**config.mk**
```make
export PLATFORM = sky130hd
export DESIGN_NAME = aes_reduced_round_ctrl
export DESIGN_NICKNAME = d
export VERILOG_FILES = /design/src/rtl/aes_reduced_round_ctrl.sv
export SDC_FILE = /design/constraint.sdc
export NUM_CORES = 1
export LEC_CHECK = 0
export ABC_AREA = 0
export CORE_AREA = 2 2 506 508
export DETAILED_ROUTE_END_ITERATION = 12
export DIE_AREA = 0 0 508 510
export GPL_ROUTABILITY_DRIVEN = 0
export PLACE_DENSITY = 0.3
export SYNTH_ARGS = -nofsm -noshare
export SYNTH_HDL_FRONTEND = slang
export SYNTH_SLANG_ARGS = --single-unit
```
**constraint.sdc**
```tcl
create_clock -name clk_i -period 30.8 [get_ports clk_i]
set_input_delay 4.62 -clock clk_i [delete_from_list [all_inputs] [get_ports clk_i]]
set_output_delay 4.62 -clock clk_i [all_outputs]
set_load 0.005 [all_outputs]
```
**src/rtl/aes_reduced_round_ctrl.sv**
```systemverilog
// Job sequencer around the masked reduced AES round: PRD fetch, Sp2V round handshake, NumRounds feedback.
// Optional RUN watchdog is enabled by defining AES_RRCTRL_TIMEOUT_EN.
module aes_reduced_round_ctrl #(
    parameter int unsigned NumRounds     = 2,
    parameter int unsigned TimeoutCycles = 64
) (
    input  logic         clk_i,
    input  logic         rst_i,
    input  logic         in_valid_i,
    output logic         in_ready_o,
    input  logic [1:0]   op_i,
    input  logic [127:0] data_i,
    input  logic [127:0] mask_i,
    output logic         prd_req_o,
    input  logic         prd_ack_i,
    input  logic [127:0] prd_i,
    output logic         out_valid_o,
    input  logic         out_ready_i,
    output logic [127:0] data_o,
    output logic [127:0] mask_o,
    output logic         alert_o,
    output logic [2:0]   rr_en_o,
    output logic         rr_prd_we_o,
    input  logic [2:0]   rr_out_req_i,
    output logic [2:0]   rr_out_ack_o,
    output logic [1:0]   rr_op_o,
    output logic [127:0] rr_data_o,
    output logic [127:0] rr_mask_o,
    output logic [127:0] rr_prd_o,
    input  logic [127:0] rr_data_i,
    input  logic [127:0] rr_mask_i,
    input  logic         rr_err_i
);

    localparam logic [2:0] SP2V_HIGH = 3'b011;
    localparam logic [2:0] SP2V_LOW  = 3'b100;
    localparam logic [3:0] LAST_ROUND = 4'(NumRounds - 1);

    if (NumRounds == 0 || NumRounds > 15 || TimeoutCycles == 0) begin : g_param_check
        $error("aes_reduced_round_ctrl: NumRounds must be 1..15 and TimeoutCycles >= 1");
    end

    typedef enum logic [2:0] {
        ST_IDLE,
        ST_PRD,
        ST_LOAD,
        ST_RUN,
        ST_ACK,
        ST_DONE,
        ST_ERROR
    } state_e;

    state_e         state_q, state_d;
    logic [1:0]     op_q, op_d;
    logic [127:0]   data_q, data_d;
    logic [127:0]   mask_q, mask_d;
    logic [127:0]   prd_q, prd_d;
    logic [3:0]     cnt_q, cnt_d;
    logic           fault;

`ifdef AES_RRCTRL_TIMEOUT_EN
    localparam int unsigned WD_W = (TimeoutCycles > 1) ? $clog2(TimeoutCycles) : 1;
    localparam logic [WD_W-1:0] WD_LAST = WD_W'(TimeoutCycles - 1);
    logic [WD_W-1:0] wdog_q, wdog_d;
`endif

    // A malformed Sp2V request, a round-internal error, or a request before the round was enabled.
    always_comb begin
        fault = 1'b0;
        if (state_q != ST_IDLE) begin
            if (rr_err_i) begin
                fault = 1'b1;
            end
            if (rr_out_req_i != SP2V_HIGH && rr_out_req_i != SP2V_LOW) begin
                fault = 1'b1;
            end
            if (rr_out_req_i == SP2V_HIGH && (state_q == ST_PRD || state_q == ST_LOAD)) begin
                fault = 1'b1;
            end
        end
    end

    always_comb begin
        state_d = state_q;
        op_d    = op_q;
        data_d  = data_q;
        mask_d  = mask_q;
        prd_d   = prd_q;
        cnt_d   = cnt_q;
`ifdef AES_RRCTRL_TIMEOUT_EN
        wdog_d  = wdog_q;
`endif
        if (fault) begin
            state_d = ST_ERROR;
        end else begin
            unique case (state_q)
                ST_IDLE: begin
                    if (in_valid_i) begin
                        op_d    = op_i;
                        data_d  = data_i;
                        mask_d  = mask_i;
                        cnt_d   = 4'd0;
                        state_d = ST_PRD;
                    end
                end
                ST_PRD: begin
                    if (prd_ack_i) begin
                        prd_d   = prd_i;
                        state_d = ST_LOAD;
                    end
                end
                ST_LOAD: begin
`ifdef AES_RRCTRL_TIMEOUT_EN
                    wdog_d  = '0;
`endif
                    state_d = ST_RUN;
                end
                ST_RUN: begin
                    if (rr_out_req_i == SP2V_HIGH) begin
                        state_d = ST_ACK;
                    end
`ifdef AES_RRCTRL_TIMEOUT_EN
                    else if (wdog_q == WD_LAST) begin
                        state_d = ST_ERROR;
                    end else begin
                        wdog_d = wdog_q + 1'b1;
                    end
`endif
                end
                ST_ACK: begin
                    data_d = rr_data_i;
                    mask_d = rr_mask_i;
                    if (cnt_q == LAST_ROUND) begin
                        state_d = ST_DONE;
                    end else begin
                        cnt_d   = cnt_q + 4'd1;
                        state_d = ST_PRD;
                    end
                end
                ST_DONE: begin
                    if (out_ready_i) begin
                        state_d = ST_IDLE;
                    end
                end
                ST_ERROR: state_d = ST_ERROR;
                default:  state_d = ST_ERROR;
            endcase
        end
    end

    always_ff @(posedge clk_i or posedge rst_i) begin
        if (rst_i) begin
            state_q <= ST_IDLE;
            op_q    <= '0;
            data_q  <= '0;
            mask_q  <= '0;
            prd_q   <= '0;
            cnt_q   <= '0;
        end else begin
            state_q <= state_d;
            op_q    <= op_d;
            data_q  <= data_d;
            mask_q  <= mask_d;
            prd_q   <= prd_d;
            cnt_q   <= cnt_d;
        end
    end

`ifdef AES_RRCTRL_TIMEOUT_EN
    always_ff @(posedge clk_i or posedge rst_i) begin
        if (rst_i) begin
            wdog_q <= '0;
        end else begin
            wdog_q <= wdog_d;
        end
    end
`endif

    // Every output decodes only the state register or drives a register directly.
    assign in_ready_o   = (state_q == ST_IDLE);
    assign prd_req_o    = (state_q == ST_PRD);
    assign rr_prd_we_o  = (state_q == ST_LOAD);
    assign out_valid_o  = (state_q == ST_DONE);
    assign alert_o      = (state_q == ST_ERROR);
    assign rr_en_o      = (state_q == ST_RUN || state_q == ST_ACK) ? SP2V_HIGH : SP2V_LOW;
    assign rr_out_ack_o = (state_q == ST_ACK) ? SP2V_HIGH : SP2V_LOW;
    assign rr_op_o      = op_q;
    assign rr_data_o    = data_q;
    assign rr_mask_o    = mask_q;
    assign rr_prd_o     = (state_q == ST_ERROR) ? '0 : prd_q;
    assign data_o       = (state_q == ST_ERROR) ? '0 : data_q;
    assign mask_o       = (state_q == ST_ERROR) ? '0 : mask_q;

endmodule
```
== Word level (Yosys, flattened, before mapping) ==
Index checks and enable logic that the tools add are counted.

* Bitwise logic cells: 1
* Equality and inequality tests: 16
* Multiplexer cells: 23
* Reductions and logical operators: 12
* Add/sub/neg operators: 1

{| class="wikitable"
|+ Operators by type and width
! cell !! count
|-
| $mux 128 || 5
|-
| $pmux 128 s2 || 2
|-
| $mux 3 || 8
|-
| $pmux 3 s6 || 1
|-
| $eq 3x2->1 const B || 3
|-
| $eq 3x3->1 const B || 3
|-
| $reduce_and 3->1 || 3
|-
| $mux 4 || 2
|-
| $pmux 4 s2 || 1
|-
| $reduce_and 4->1 || 2
|-
| $ne 3x1->1 const B || 2
|-
| $ne 3x2->1 const B || 2
|-
| $ne 3x3->1 const B || 2
|-
| $add 4x1->4 const B || 1
|-
| $eq 4x1->1 const B || 1
|-
| $mux 1 || 4
|-
| $ne 2x2->1 const B || 2
|-
| $eq 3x1->1 const B || 1
|-
| $logic_not 3->1 || 1
|-
| $reduce_bool 3->1 || 1
|-
| $logic_and 1x1->1 || 2
|-
| $logic_or 1x1->1 || 2
|-
| $reduce_bool 2->1 || 1
|-
| $not 1->1 || 1
|}

* Input bits: 651
* Word-level logic and storage cells: 59
* Output and inout port bits: 653
* Register bits after elaboration: 393

== Logic depth before layout (Yosys ltp) ==
* Word-level depth: 7
* Gate-level depth with buffers: 7
* Mapped depth without buffers: 6

== Worst setup path before layout ==
Ideal clock, no wire load.

* Kind: input to register
* Start: input port rr_out_req_i[0]
* End: register mask_q[12] (netlist: rr_mask_o[12])
* Setup slack: 24.477 ns
* Setup time: 0.125 ns
* Cell stages on the path: 7
* Data arrival time: 6.198 ns
* Required time: 30.675 ns
* Cells stage by stage: or3b_2 -> a21oi_1 -> o21a_1 -> buf_2 -> buf_2 -> buf_4 -> mux2_2

* Longest elaborated chain between the ends: 7
* Elaborated cells between the ends (all ways): 10
* Classes of those cells: 3 x eq/ne; 3 x mux; 1 x bitwise; 3 x reduce/logical

{| class="wikitable"
|+ RTL lines
! item !! line !! source
|-
| start, declared || 24 || <nowiki>input logic [2:0] rr_out_req_i,</nowiki>
|-
| $ne 3x2->1 or $ne 3x3->1 (tied branches) || 74 || <nowiki>if (rr_out_req_i != SP2V_HIGH && rr_out_req_i != SP2V_LOW) begin</nowiki>
|-
| $logic_and 1x1->1 || 74 ||
|-
| $mux 1 || 74 ||
|-
| $mux 1 (*) || 77 || <nowiki>if (rr_out_req_i == SP2V_HIGH && (state_q == ST_PRD || state_q == ST_LOAD)) begin</nowiki>
|-
| $mux 1 (*) || 70 || <nowiki>if (state_q != ST_IDLE) begin</nowiki>
|-
| $not 1->1 (no source line) (*) || -- ||
|-
| $reduce_and 3->1 (no source line) (*) || -- ||
|-
| end signal, assigned || 163 || <nowiki>mask_q <= mask_d;</nowiki>
|-
| end, declared || 56 || <nowiki>logic [127:0] mask_q, mask_d;</nowiki>
|}

Mark *: on every way between the ends. The rest lies on a longest branch, timed or not.
A chain may end at the register's enable or synchronous reset.

== Worst setup path in the final report ==
* Start: input port rr_out_req_i[2]
* End: register data_q[93] (netlist: rr_data_o[93])

* Longest elaborated chain between the ends: 7
* Elaborated cells between the ends (all ways): 10
* Classes of those cells: 3 x eq/ne; 3 x mux; 1 x bitwise; 3 x reduce/logical

{| class="wikitable"
|+ RTL lines
! item !! line !! source
|-
| $ne 3x2->1 or $ne 3x3->1 (tied branches) || 74 ||
|-
| $logic_and 1x1->1 || 74 ||
|-
| $mux 1 || 74 ||
|-
| $mux 1 (*) || 77 ||
|-
| $mux 1 (*) || 70 ||
|-
| $not 1->1 (no source line) (*) || -- ||
|-
| $reduce_and 3->1 (no source line) (*) || -- ||
|-
| end signal, assigned || 162 || <nowiki>data_q <= data_d;</nowiki>
|-
| end, declared || 55 || <nowiki>logic [127:0] data_q, data_d;</nowiki>
|}

Marked as above.

==> impl_metrics.yaml <==
outcome:
  status: "finished, final reports clean"
power:
  total_leakage_power_nw: 15.9
  vdd_drop_max_uv: 43.7
  powerDensity_mw_per_mm2: 34.6
timing:
  setup_viol: 0
  max_slew_margin_pct: 27.7
  tightestPinTransition_ns: 1.08
  maxSlewViolCount: 0
  whs_ns: 0.495
  fin_crit_ns: 8.52
  finalSetupTns_ns: 0
  hold_viol: 0
  rsz0062_at_grt: "false"
  max_freq_ghz: 0.117
  clock_skew_ns: 0.0404
  min_period_over_period_pct: 27.7
layout:
  nets: 3528
  layout-drive-gt1-share_pct: 26.3
  finalInstanceArea_mm2: 0.0394
  num-fill-cells: 28339
  utilization_pct: 15.6
  syn_to_final_growth_pct: 92.7
  mostFrequentLayoutCells: "1,303 x clkdlybuf4s50_1, 644 x mux2_2, 393 x dfrtp_1"
  final_common_cell: "clkdlybuf4s50_1"
drt:
  wl_per_cell_um: 27.2
  firstDrtPassIters: 5
  drc: 0
  ant_nets: 0
  wl_um: 172000
  num_vias: 18248
  drt-initial-drc-count: 500
  viasPerCell: 2.90
yosys:
  synth_edf_count: 0
  yosysWarnings: 0
  synthTopCellsByArea: "dfrtp_1 48%, mux2_2 35%, and2_1 12%, clkbuf_1 1.0%, buf_2 0.93%"
  syn-num-nets: 2256
  synth_cells: 1603
  ys_types: 37
  synth_ff_type: "dfrtp_1"
  synth_top_area_share_pct: 48.1
  syn-cell-area_mm2: 0.0205
  async_flop_share_pct: 100
  yosysSeqAreaShare_pct: 48.1
  syn_area_per_cell_um2: 12.8
  ys_ff_latch: 393
  synth_top_area_cell: "dfrtp_1"
cts:
  clk_pin_slew_worst_paths_ns: 0.06
  cts_max_level: 2
  cts_tree: "yes"
  cts_root_buf: "clkbuf_16"
  clock_path_buffers: 3
  cts_hold_buf: 0
  insertion_delay_ns: 0.70
  ctsResizeCount: 0
  clock-sinks: 393
  cts_setup_buffers: 0
  cts_buffers: 61
hold_path:
  min_path_type: "flop to flop"
floorplanning:
  core_mm2: 0.253
  die_h_um: 510
  initial_utilization_pct: 8.07
  die-area_mm2: 0.259
  die_w_um: 508
  pin_count: 1304
  fp-row-count: 185
placement:
  dp.final_hpwl_um: 144000
  io_buffers: 1303
  placed_cell_area_mm2: 0.0374
setup_path:
  crit_buf_inv: 4
  path_delay_family: "buffers and inverters"
  required_ns: 31.37
  crit_path_frequent_cell: "buf_4"
  end_kind: "flop"
  crit_slowest_cell: "buf_4"
  worstSetupStartpointType: "input pin"
  critical_path_class: "input pin to flop"
  cp_max_fo: 50
  max_stage_delay_ns: 0.71
  critPathArrivalTime_ns: 9.09
  worstPathCellList: "clkdlybuf4s50_1 > or3b_2 > a21oi_1 > o21a_4 > buf_4 > buf_4 > buf_4 > mux2_2"
global_route:
  grt_max_degree: 212
  grt-ovfl-total: 0
  track_usage_pct: 12.6
  grt_pass1_wl_um: 215000
  antenna_found_initial: 80
  grt_pass1_vias: 19868
flow_run:
  max_cap_viol_count: 0
[worst register-to-register path, cell delays in order, from the launching register on]
cell and delay, ns:
dfrtp_1 0.57, or3b_4 0.58, buf_4 0.52, buf_4 0.66, buf_4 0.62, buf_4 0.76, mux2_2 0.57, mux2_2 0.27
[cells in the mapped netlist (2+ instances only)]
library cell,instances
buf_2,38
dfrtp_1,393
nor3_1,2
a21oi_1,6
nor2_1,5
o21a_1,3
inv_1,9
buf_4,25
ha_1,2
mux2_2,644
nand2_1,2
and2_1,384
nand3_1,2
or3_1,2
o21ai_0,3
nor2b_1,3
clkbuf_1,55
nor3b_1,3
or3b_2,2
a31oi_1,3
[flip-flops by register name, indices dropped and copies added, names as in the netlist]
name       flops
prd_q        128
rr_data_o    128
rr_mask_o    128
cnt_q          4
state_q        3
rr_op_o        2
[logic make-up (layout without fill, tap and decap cells)]
logic type | after synthesis | count (layout) | share of synthesized area, %
other | 0 | 15 | 0
DFF | 393 | 393 | 48.1
buffers and inverters | 128 | 1446 | 3.04
and+or+nand+nor | 414 | 414 | 12.6
adders and majority gates | 2 | 2 | 0.122
muxes | 644 | 644 | 35.4
AOI/OAI and AO/OA | 22 | 22 | 0.721
[metal layers]
layer	track usage, %	up-vias	share of wire [%]
met5	0	-	0.22
met4	2.26	56	1.9
met3	6.60	210	12
met2	22.7	974	50
met1	13.1	8899	36
li1	-	8109	-
[path summary, 6_finish.rpt]
path	from	endpoint	slack, ns	depth (start not counted)
max	rr_out_req_i[2]	rr_data_o[93]$_DFFE_PP0P_	22.28	8
min	prd_q[61]$_DFFE_PP0P_	prd_q[61]$_DFFE_PP0P_	0.50	1
max reg2reg	state_q[2]$_DFFE_PP0P_	rr_data_o[101]$_DFFE_PP0P_	26.13	7
min reg2reg	prd_q[61]$_DFFE_PP0P_	prd_q[61]$_DFFE_PP0P_	0.50	1
max in group asynchronous	rst_i	rr_data_o[42]$_DFFE_PP0P_	23.24	6
min in group asynchronous	rst_i	rr_mask_o[32]$_DFFE_PP0P_	4.36	2
[power by group]
group / leakage [nW] / internal (mW) / switching [mW]
Sequential: 5.48 / 0.517 / 0.000186
Combinational: 9.44 / 0.0853 / 0.0389
Clock: 0.994 / 0.429 / 0.293
[area by class of cell]
type | count | area, um^2 | area share (%)
inverter | 9 | 41.3 | 0.105
sequential | 393 | 9830 | 24.9
clock inverter | 18 | 234 | 0.593
antenna | 15 | 37.5 | 0.0952
tap | 3366 | 4210 | 10.7
multi-input combinational | 1082 | 10000 | 25.4
clock buffer | 91 | 1780 | 4.51
timing repair buffer | 1328 | 13300 | 33.6
[metrics by stage]
step,setup slack [ns],total power [mW],cells
finish,22.28,1.36,6302
global route,22.05,1.43,6289
CTS,22.25,1.41,6286
detailed placement,21.48,0.654,6177
global placement,21.47,0.654,6177
floorplan,15.25,0.550,1603
No activity file was read; power rests on OpenSTA's default activity.
